<file path="src/rtl/mem_loader.sv">
// Boot loader: takes a length-prefixed, big-endian byte stream and writes it as 32-bit words into CPU memory.
// Holds the CPU in reset until a load completes; each word takes 4 accept cycles plus 1 write cycle.
`timescale 1ns/1ps
module mem_loader #(
  parameter int          DEPTH     = 1024,
  parameter logic [31:0] BASE_ADDR = 32'h0000_0000
) (
  input  logic        clk,
  input  logic        reset_n,
  input  logic        start,
  input  logic        in_valid,
  input  logic [7:0]  in_data,
  output logic        in_ready,
  output logic        mem_we,
  output logic [31:0] mem_addr,
  output logic [31:0] mem_wdata,
  output logic        cpu_reset_n,
  output logic        done,
  output logic        error
);

  typedef enum logic [2:0] {IDLE, LEN, DATA, WRITE, DONE, ERR} state_t;

  localparam logic [31:0] DEPTH_W = 32'(DEPTH);

  state_t      state;
  logic [7:0]  len_hi;
  logic [15:0] word_total;
  logic [15:0] word_cnt;
  logic [1:0]  byte_cnt;
  logic [23:0] asm_word;

  logic        accept;
  logic [15:0] len_word;
  logic [15:0] word_cnt_nxt;

  assign accept       = in_valid && in_ready;
  assign len_word     = {len_hi, in_data};
  assign word_cnt_nxt = word_cnt + 16'd1;

  always_ff @(posedge clk or negedge reset_n) begin
    if (!reset_n) begin
      state       <= IDLE;
      len_hi      <= 8'd0;
      word_total  <= 16'd0;
      word_cnt    <= 16'd0;
      byte_cnt    <= 2'd0;
      asm_word    <= 24'd0;
      in_ready    <= 1'b0;
      mem_we      <= 1'b0;
      mem_addr    <= 32'd0;
      mem_wdata   <= 32'd0;
      cpu_reset_n <= 1'b0;
      done        <= 1'b0;
      error       <= 1'b0;
    end else begin
      mem_we <= 1'b0;
      case (state)
        IDLE, DONE, ERR: begin
          if (start) begin
            state       <= LEN;
            in_ready    <= 1'b1;
            done        <= 1'b0;
            error       <= 1'b0;
            cpu_reset_n <= 1'b0;
            byte_cnt    <= 2'd0;
            word_cnt    <= 16'd0;
          end
        end

        LEN: begin
          if (accept) begin
            if (byte_cnt == 2'd0) begin
              len_hi   <= in_data;
              byte_cnt <= 2'd1;
            end else begin
              byte_cnt   <= 2'd0;
              word_total <= len_word;
              if (len_word == 16'd0) begin
                state       <= DONE;
                in_ready    <= 1'b0;
                done        <= 1'b1;
                cpu_reset_n <= 1'b1;
              end else if ({16'd0, len_word} > DEPTH_W) begin
                state    <= ERR;
                in_ready <= 1'b0;
                error    <= 1'b1;
              end else begin
                state <= DATA;
              end
            end
          end
        end

        DATA: begin
          if (accept) begin
            byte_cnt <= byte_cnt + 2'd1;
            if (byte_cnt == 2'd3) begin
              // Fourth byte goes straight into the write word; the shift register only holds the first three.
              state     <= WRITE;
              in_ready  <= 1'b0;
              mem_we    <= 1'b1;
              mem_wdata <= {asm_word, in_data};
              mem_addr  <= BASE_ADDR + {14'd0, word_cnt, 2'b00};
            end else begin
              asm_word <= {asm_word[15:0], in_data};
            end
          end
        end

        WRITE: begin
          word_cnt <= word_cnt_nxt;
          if (word_cnt_nxt == word_total) begin
            state       <= DONE;
            done        <= 1'b1;
            cpu_reset_n <= 1'b1;
          end else begin
            state    <= DATA;
            in_ready <= 1'b1;
          end
        end

        default: begin
          state    <= IDLE;
          in_ready <= 1'b0;
        end
      endcase
    end
  end

  a_we_single: assert property (@(posedge clk) disable iff (!reset_n) mem_we |=> !mem_we);
  a_no_ready_in_write: assert property (@(posedge clk) disable iff (!reset_n) !(mem_we && in_ready));
  a_done_err_excl: assert property (@(posedge clk) disable iff (!reset_n) !(done && error));

endmodule

</file>
<file path="config.mk">
export PLATFORM = sky130hd
export DESIGN_NAME = mem_loader
export DESIGN_NICKNAME = d
export VERILOG_FILES = /design/src/rtl/mem_loader.sv
export SDC_FILE = /design/constraint.sdc
export NUM_CORES = 1
export LEC_CHECK = 0
export ABC_CLOCK_PERIOD_IN_PS = 3100
export CAP_MARGIN = 25
export CORE_MARGIN = 3
export CORE_UTILIZATION = 55
export CTS_CLUSTER_DIAMETER = 150
export DETAILED_ROUTE_END_ITERATION = 10
export PLACE_DENSITY = 0.8
export SYNTH_ARGS = -nofsm -noshare
export SYNTH_HDL_FRONTEND = slang
export SYNTH_SLANG_ARGS = --single-unit
</file>
<file path="constraint.sdc">
create_clock -name clk -period 3.1 [get_ports clk]
set_input_delay 0.62 -clock clk [delete_from_list [all_inputs] [get_ports clk]]
set_output_delay 0.62 -clock clk [all_outputs]
set_load 0.01 [all_outputs]
</file>
==> results of run 1 <==
[cell usage after synthesis, types with 2 or more instances]
cell	n
nor2b_1	2
o41ai_1	2
nor4_1	4
nand2_1	73
xor2_1	11
nor4_2	2
o311ai_0	2
clkbuf_1	11
xnor2_1	12
nand2b_1	2
nor3_1	5
o211ai_2	3
nor2_1	29
o21ai_0	25
ha_1	3
or3_1	3
inv_1	7
nand3_1	11
buf_6	2
buf_1	3
buf_4	19
o31ai_1	6
nand3b_1	2
a21oi_1	10
dfrtp_1	121
nand4_1	4
mux2i_1	2
buf_2	6
a31oi_1	2
mux2_2	80
[cells by family (layout without fill, tap and decap cells)]
family	count (synthesis)	count (layout)	share of synthesized area
buf+inv	48	114	0.0484
mux	82	82	0.163
simple gates	151	151	0.129
fa+ha+maj	3	3	0.00662
xor+xnor	23	23	0.0355
flops	121	121	0.534
compound gates	68	68	0.0828
other cells	1	16	0.000662
[worst max-delay path, stage by stage (launching register included)]
cell	delay (ns)
dfrtp_1	0.53
nand4_2	0.35
nor4_2	0.54
or3b_1	0.18
nand4_1	0.14
or4_4	0.61
o221ai_2	0.19
[worst max-delay path by stage]
stage | endpoint | slack [ns]
after floorplan | in_ready | 0.90
after global placement | state[2] | 0.47
after detailed placement | state[2] | 0.38
after CTS | state[2] | 0.48
after global routing | state[2] | 0.28
final | state[2] | 0.46
[through the flow]
| stage | hold WS (ns) | setup slack (ns) |
|---|---|---|
| floorplan | 0.324 | 0.897 |
| finish | 0.129 | 0.460 |
| global placement | 0.477 | 0.474 |
| global route | 0.163 | 0.276 |
| CTS | 0.143 | 0.481 |
| detailed placement | 0.475 | 0.384 |
[sequential cells by signal (all words and copies together), names as in the netlist]
| signal | count |
|---|---|
| mem_wdata | 32 |
| byte_cnt | 2 |
| word_cnt | 16 |
| error | 1 |
| in_ready | 1 |
| len_hi | 8 |
| done | 1 |
| mem_we | 1 |
| state | 3 |
| asm_word | 24 |
| word_total | 16 |
| mem_addr | 16 |
[metal layers]
metal | up-vias | share of wire | GRT usage
met5 | - | 0 | 0
met4 | 0 | 0.011 | 0.0604
met1 | 2002 | 0.42 | 0.305
met3 | 19 | 0.067 | 0.0654
li1 | 1859 | - | -
met2 | 153 | 0.50 | 0.380
[cell type report]
class | count | area [µm²] | share of cell area
Tap cell | 133 | 166 | 0.0238
Clock inverter | 14 | 171 | 0.0245
Timing Repair Buffer | 75 | 746 | 0.107
Inverter | 7 | 26.3 | 0.00376
Sequential cell | 121 | 3030 | 0.433
Multi-Input combinational cell | 343 | 2430 | 0.347
Clock buffer | 18 | 428 | 0.0612
[where the power goes]
group / internal [mW] / switching (mW) / leakage [nW] / total, mW
Sequential: 1.89 / 0.303 / 1.63 / 2.20
Combinational: 0.538 / 0.592 / 1.34 / 1.13
Clock: 1.20 / 0.779 / 0.294 / 1.98
==> impl_results.md, run 1 <==
* Outcome: finished, final reports clean
* Fillers at 680
* Number of global-route vias before repair at 4080
* DRC Markers at 0
* H-Tree Depth at 4
* Setup crit start kind: flop
* Site Rows at 36
* Post-synth ARST share at 1.00
* CTS tree: done
* Share of cells above drive strength 1 at 0.246
* Highest Clock Rate at approximately 0.38 GHz
* Max Buffers Root-to-Sink at 2
* Routed WL at 12400 µm
* Num CTS Buffers at 17
* Max cap viols at 0
* CTS clk-pin slew, worst paths at 0.06 ns
* GRT Residual Overflow at 0
* Yosys warns at 0
* Post-synth cell types at 63
* Postcts setup bufs at 0
* GPL Wtd Cong at 0.888
* Starting Density at 0.572
* Detailed router's first-iteration violation count at 313
* Seq/Total Area, Yosys at 0.534
* Unrepaired setup endpoints after global routing: false
* Synth area leader: dfrtp_1
* 1st-pass router iterations at 5
* Antenna Cells at 0
* Post-route cell area at 7000 µm²
* VDD IR max at just over 0.6 mV
* CP max FO at 12
* CTS root buf: clkbuf_8
* Final period util at 0.852
* Final Setup Violations at 0
* Final Power at 5.30 mW
* Detailed placement HPWL at between 8000 and 9000 µm
* Headroom to the max-slew limit at 0.520
* Most frequent cells in the layout: dfrtp_1 (121), mux2_2 (80), nand2_1 (73)
* Synth-to-layout area growth at 23.5%
* Cell Area, Placed at 6390 µm²
* Most common cell after layout, fill and taps aside: dfrtp_1
* FF-to-FF path depth at 6
* Global-route wire length before repair at 20800 µm
* CTS Sinks at between 100 and 150
* DIE HEIGHT at 108 µm
* # nets final at 580
* Finished Core Util at 0.706
* Pin count of the biggest net entering global routing at between 50 and 60
* Mapped Area at roughly 5700 µm²
* FF+latch count, synth at roughly 120
* Total GRT Usage at 0.232
* Buffers on Ports at 64
* Layout Skew at 0.00871 ns
* Post-synthesis cell count at just under 500
* PwrDens at 758 nW/µm²
* Minimum clock period at 2.64 ns
* CP Launch Point: word_cnt[5]
* I/O pin cnt at 81
* Final hold vios at 0
* Worst-margin pin slew at between 0.7 and 0.8 ns
* Die width at 108 µm
* Initial antenna violation count at 0
* Max Slew Vio Count at 0
* Clk_lat worst skew at 0.52 ns
* Core area at 9910 µm²
* CP required at around 3.5 ns
* Antenna Violating Nets Remaining at 0
* Post-route setup TNS at 0 ns
* CP endpoint kind: flop
* Placed Cells incl. Taps at 678
* Main synth FF type: dfrtp_1
* Die footprint at 11600 µm²
* CP Data Arrival Time at between 3 and 4 ns
* R2r startpoint: word_cnt[5]
* PostCTS Resize Cnt at 0
* Critical path class: reg2reg
* Min-delay worst type: in2async
* Cts-stage hold buffer count at 0
* Leakage at 3.27 nW
* R2R Path End: state[2]
* Top post-synthesis cells by area: dfrtp_1 (53%), mux2_2 (16%), nand2_1 (4.8%), buf_4 (2.5%), o21ai_0 (2.2%)
* Post-synth top area share at 0.534
* Wire per inst at 17.4 µm
* Fin cells at 711
* Routed via count at roughly 4000
* Synth Area per Inst at around 11 µm²
* Number of flops mapped to enable cells by yosys at 0
* Internal reg-to-reg setup slack at ~0.46 ns
* Vias per cell at 5.67
Power figures use the tool's default switching activity.
==> run 2, diff against run 1 <==
--- a/config.mk
+++ b/config.mk
@@ -11,7 +11,9 @@
 export CORE_UTILIZATION = 55
 export CTS_CLUSTER_DIAMETER = 150
 export DETAILED_ROUTE_END_ITERATION = 10
+export GPL_ROUTABILITY_DRIVEN = 0
 export PLACE_DENSITY = 0.8
+export SLEW_MARGIN = 25
 export SYNTH_ARGS = -nofsm -noshare
 export SYNTH_HDL_FRONTEND = slang
 export SYNTH_SLANG_ARGS = --single-unit
==> impl_results.md, run 2 (synthesis gave the netlist of run 1 again) <==
* Outcome: finished, final reports clean (unchanged)
* Critical path class: reg2reg (unchanged)
* Highest Clock Rate at 0.374 GHz (was 0.379 GHz)
* CP max FO at 12 (unchanged)
* Number of global-route vias before repair at 4141 (was 4080)
* Antenna Cells at 0 (unchanged)
* Setup ws final at 0.429 ns (was 0.460 ns)
* DRC Markers at 0 (unchanged)
* Num CTS Buffers at 17 (unchanged)
* Postcts setup bufs at 0 (unchanged)
* Crit-path leading delay family: simple AND/OR/NAND/NOR gates (unchanged)
* Max reg flops at 32 (unchanged)
* CP Cell Sequence: nand4_2 > nor4_2 > or3b_1 > nand4_1 > or4_4 > a21o_1 (was nand4_2 > nor4_2 > or3b_1 > nand4_1 > or4_4 > o221ai_2)
* PwrDens at 744 nW/µm² (was 758 nW/µm²)
* Max Buffers Root-to-Sink at 2 (unchanged)
* Routed WL at 12200 µm (was 12400 µm)
* Routed via count at 4041 (was 4033)
* I/O pin cnt at 81 (unchanged)
* CTS clk-pin slew, worst paths at 0.06 ns (about the same)
* CP endpoint kind: flop (unchanged)
* Worst-margin pin slew at 0.702 ns (was 0.718 ns)
* Max cap viols at 0 (unchanged)
* Synth-to-layout area growth at 22.8% (was 23.5%)
* Total GRT Usage at 0.228 (was 0.232)
* Die footprint at 11600 µm² (unchanged)
* Headroom to the max-slew limit at 0.531 (was 0.520)
* Post-route setup TNS at 0 ns (unchanged)
* Buffer and inverter count on the worst path at 0 (unchanged)
* PostCTS Resize Cnt at 0 (unchanged)
* Setup crit start kind: flop (unchanged)
* Detailed placement HPWL at 8100 µm (was 8040 µm)
* Final hold vios at 0 (unchanged)
* H-Tree Depth at 4 (unchanged)
* Most common cell after layout, fill and taps aside: dfrtp_1 (unchanged)
* Most flop-heavy register: mem_wdata (unchanged)
* Core area at 9910 µm² (unchanged)
* Buffers on Ports at 64 (unchanged)
* Leakage at 3.24 nW (was 3.27 nW)
* Minimum clock period at 2.67 ns (was 2.64 ns)
* Most frequent cells in the layout: dfrtp_1 (121), mux2_2 (80), nand2_1 (73) (unchanged)
* CP Data Arrival Time at 3.08 ns (was 3.06 ns)
* CTS root buf: clkbuf_8 (unchanged)
* Share of cells above drive strength 1 at 0.246 (about the same)
* GRT Residual Overflow at 0 (unchanged)
* Vias per cell at 5.69 (was 5.67)
* CTS tree: done (unchanged)
* Max Slew Vio Count at 0 (unchanged)
* Pin count of the biggest net entering global routing at 54 (was 55)
* Final Setup Violations at 0 (unchanged)
* CTS Sinks at 121 (unchanged)
* VDD IR max at 0.453 mV (was 0.617 mV)
* Die width at 108 µm (unchanged)
* Layout Skew at 0.0118 ns (was 0.00871 ns)
* Global-route wire length before repair at 20400 µm (was 20800 µm)
* Slowest-stage cell, CP: or4_4 (unchanged)
* 1st-pass router iterations at 5 (unchanged)
* Initial antenna violation count at 0 (unchanged)
* Wire per inst at 17.2 µm (was 17.4 µm)
* CP required at 3.50 ns (was 3.52 ns)
* Detailed router's first-iteration violation count at 372 (was 313)
* DIE HEIGHT at 108 µm (unchanged)
* Starting Density at 0.572 (unchanged)
* # nets final at 579 (was 580)
* Final period util at 0.862 (was 0.852)
* Site Rows at 36 (unchanged)
* Clk_lat worst skew at 0.52 ns (about the same)
* Unrepaired setup endpoints after global routing: false (unchanged)
* Antenna Violating Nets Remaining at 0 (unchanged)
* Crit-path max cell delay at 0.62 ns (was 0.61 ns)
* Min-delay worst type: in2async (unchanged)
* Cts-stage hold buffer count at 0 (unchanged)
* Top flop regs: mem_wdata: 32 flops, asm_word: 24 flops (unchanged)
* Dpl ws at 0.416 ns (was 0.384 ns)
[run 2: cell count changes in the layout (fill, tap and decap cells not counted), sizes merged]
cell,delta
inv,-4
clkinvlp,+1
buf,-1
bufinv,-1
clkinv,+4
[run 2: final cells by class]
type | instances | area (µm²)
flip-flops and latches | 121 | 3030
clock inverters | 14 | 136
multi-input cells | 343 | 2430
clock buffers | 18 | 428
fillers | 732 | 2950
well taps | 133 | 166
repair buffers | 74 | 738
inverters | 7 | 26.3
[run 2: final timing paths]
check / startpoint / end / slack, ns / cells past startpoint
max reg2reg: word_cnt[5] / in_ready / 0.43 / 6
min in group clk: len_hi[5] / word_total[13] / 0.50 / 2
max: word_cnt[5] / in_ready / 0.43 / 6
max in group asynchronous: reset_n / word_cnt[13] / 2.25 / 2
min reg2reg: len_hi[5] / word_total[13] / 0.50 / 2
min: reset_n / mem_we / 0.14 / 1
[run 2: power by group]
group	internal (mW)	switching, mW	leakage (nW)
Combinational	0.530	0.592	1.34
Sequential	1.89	0.299	1.63
Clock	1.10	0.757	0.275
Total	3.53	1.65	3.24
[run 2: layer usage]
metal  part of all wire  vias up  wire length [µm]  track usage
met5                  0        -                 0            0
met4              0.012        0               144       0.0775
met2               0.51      157              6220        0.378
met1               0.42     2018              5110        0.288
met3              0.063       16               772       0.0666
li1                   -     1850                 -            -
[run 2: metrics by stage]
step                      utilization  instances  power [mW]  cell area, µm²  hold slack [ns]
after floorplan                     -        512        2.97            5720            0.324
after global placement          0.645        678        3.23            6390            0.479
after detailed placement        0.645        678        3.31            6390            0.481
after CTS                       0.702        710        5.19            6950            0.153
after global routing            0.702        710        5.44            6960            0.177
final                           0.702        710        5.17            6960            0.140
[run 2: worst reg2reg max path, stage by stage, from the launching register on]
cell and delay [ns]:
dfrtp_1 0.52, nand4_2 0.37, nor4_2 0.54, or3b_1 0.18, nand4_1 0.15, or4_4 0.62
a21o_1 0.19
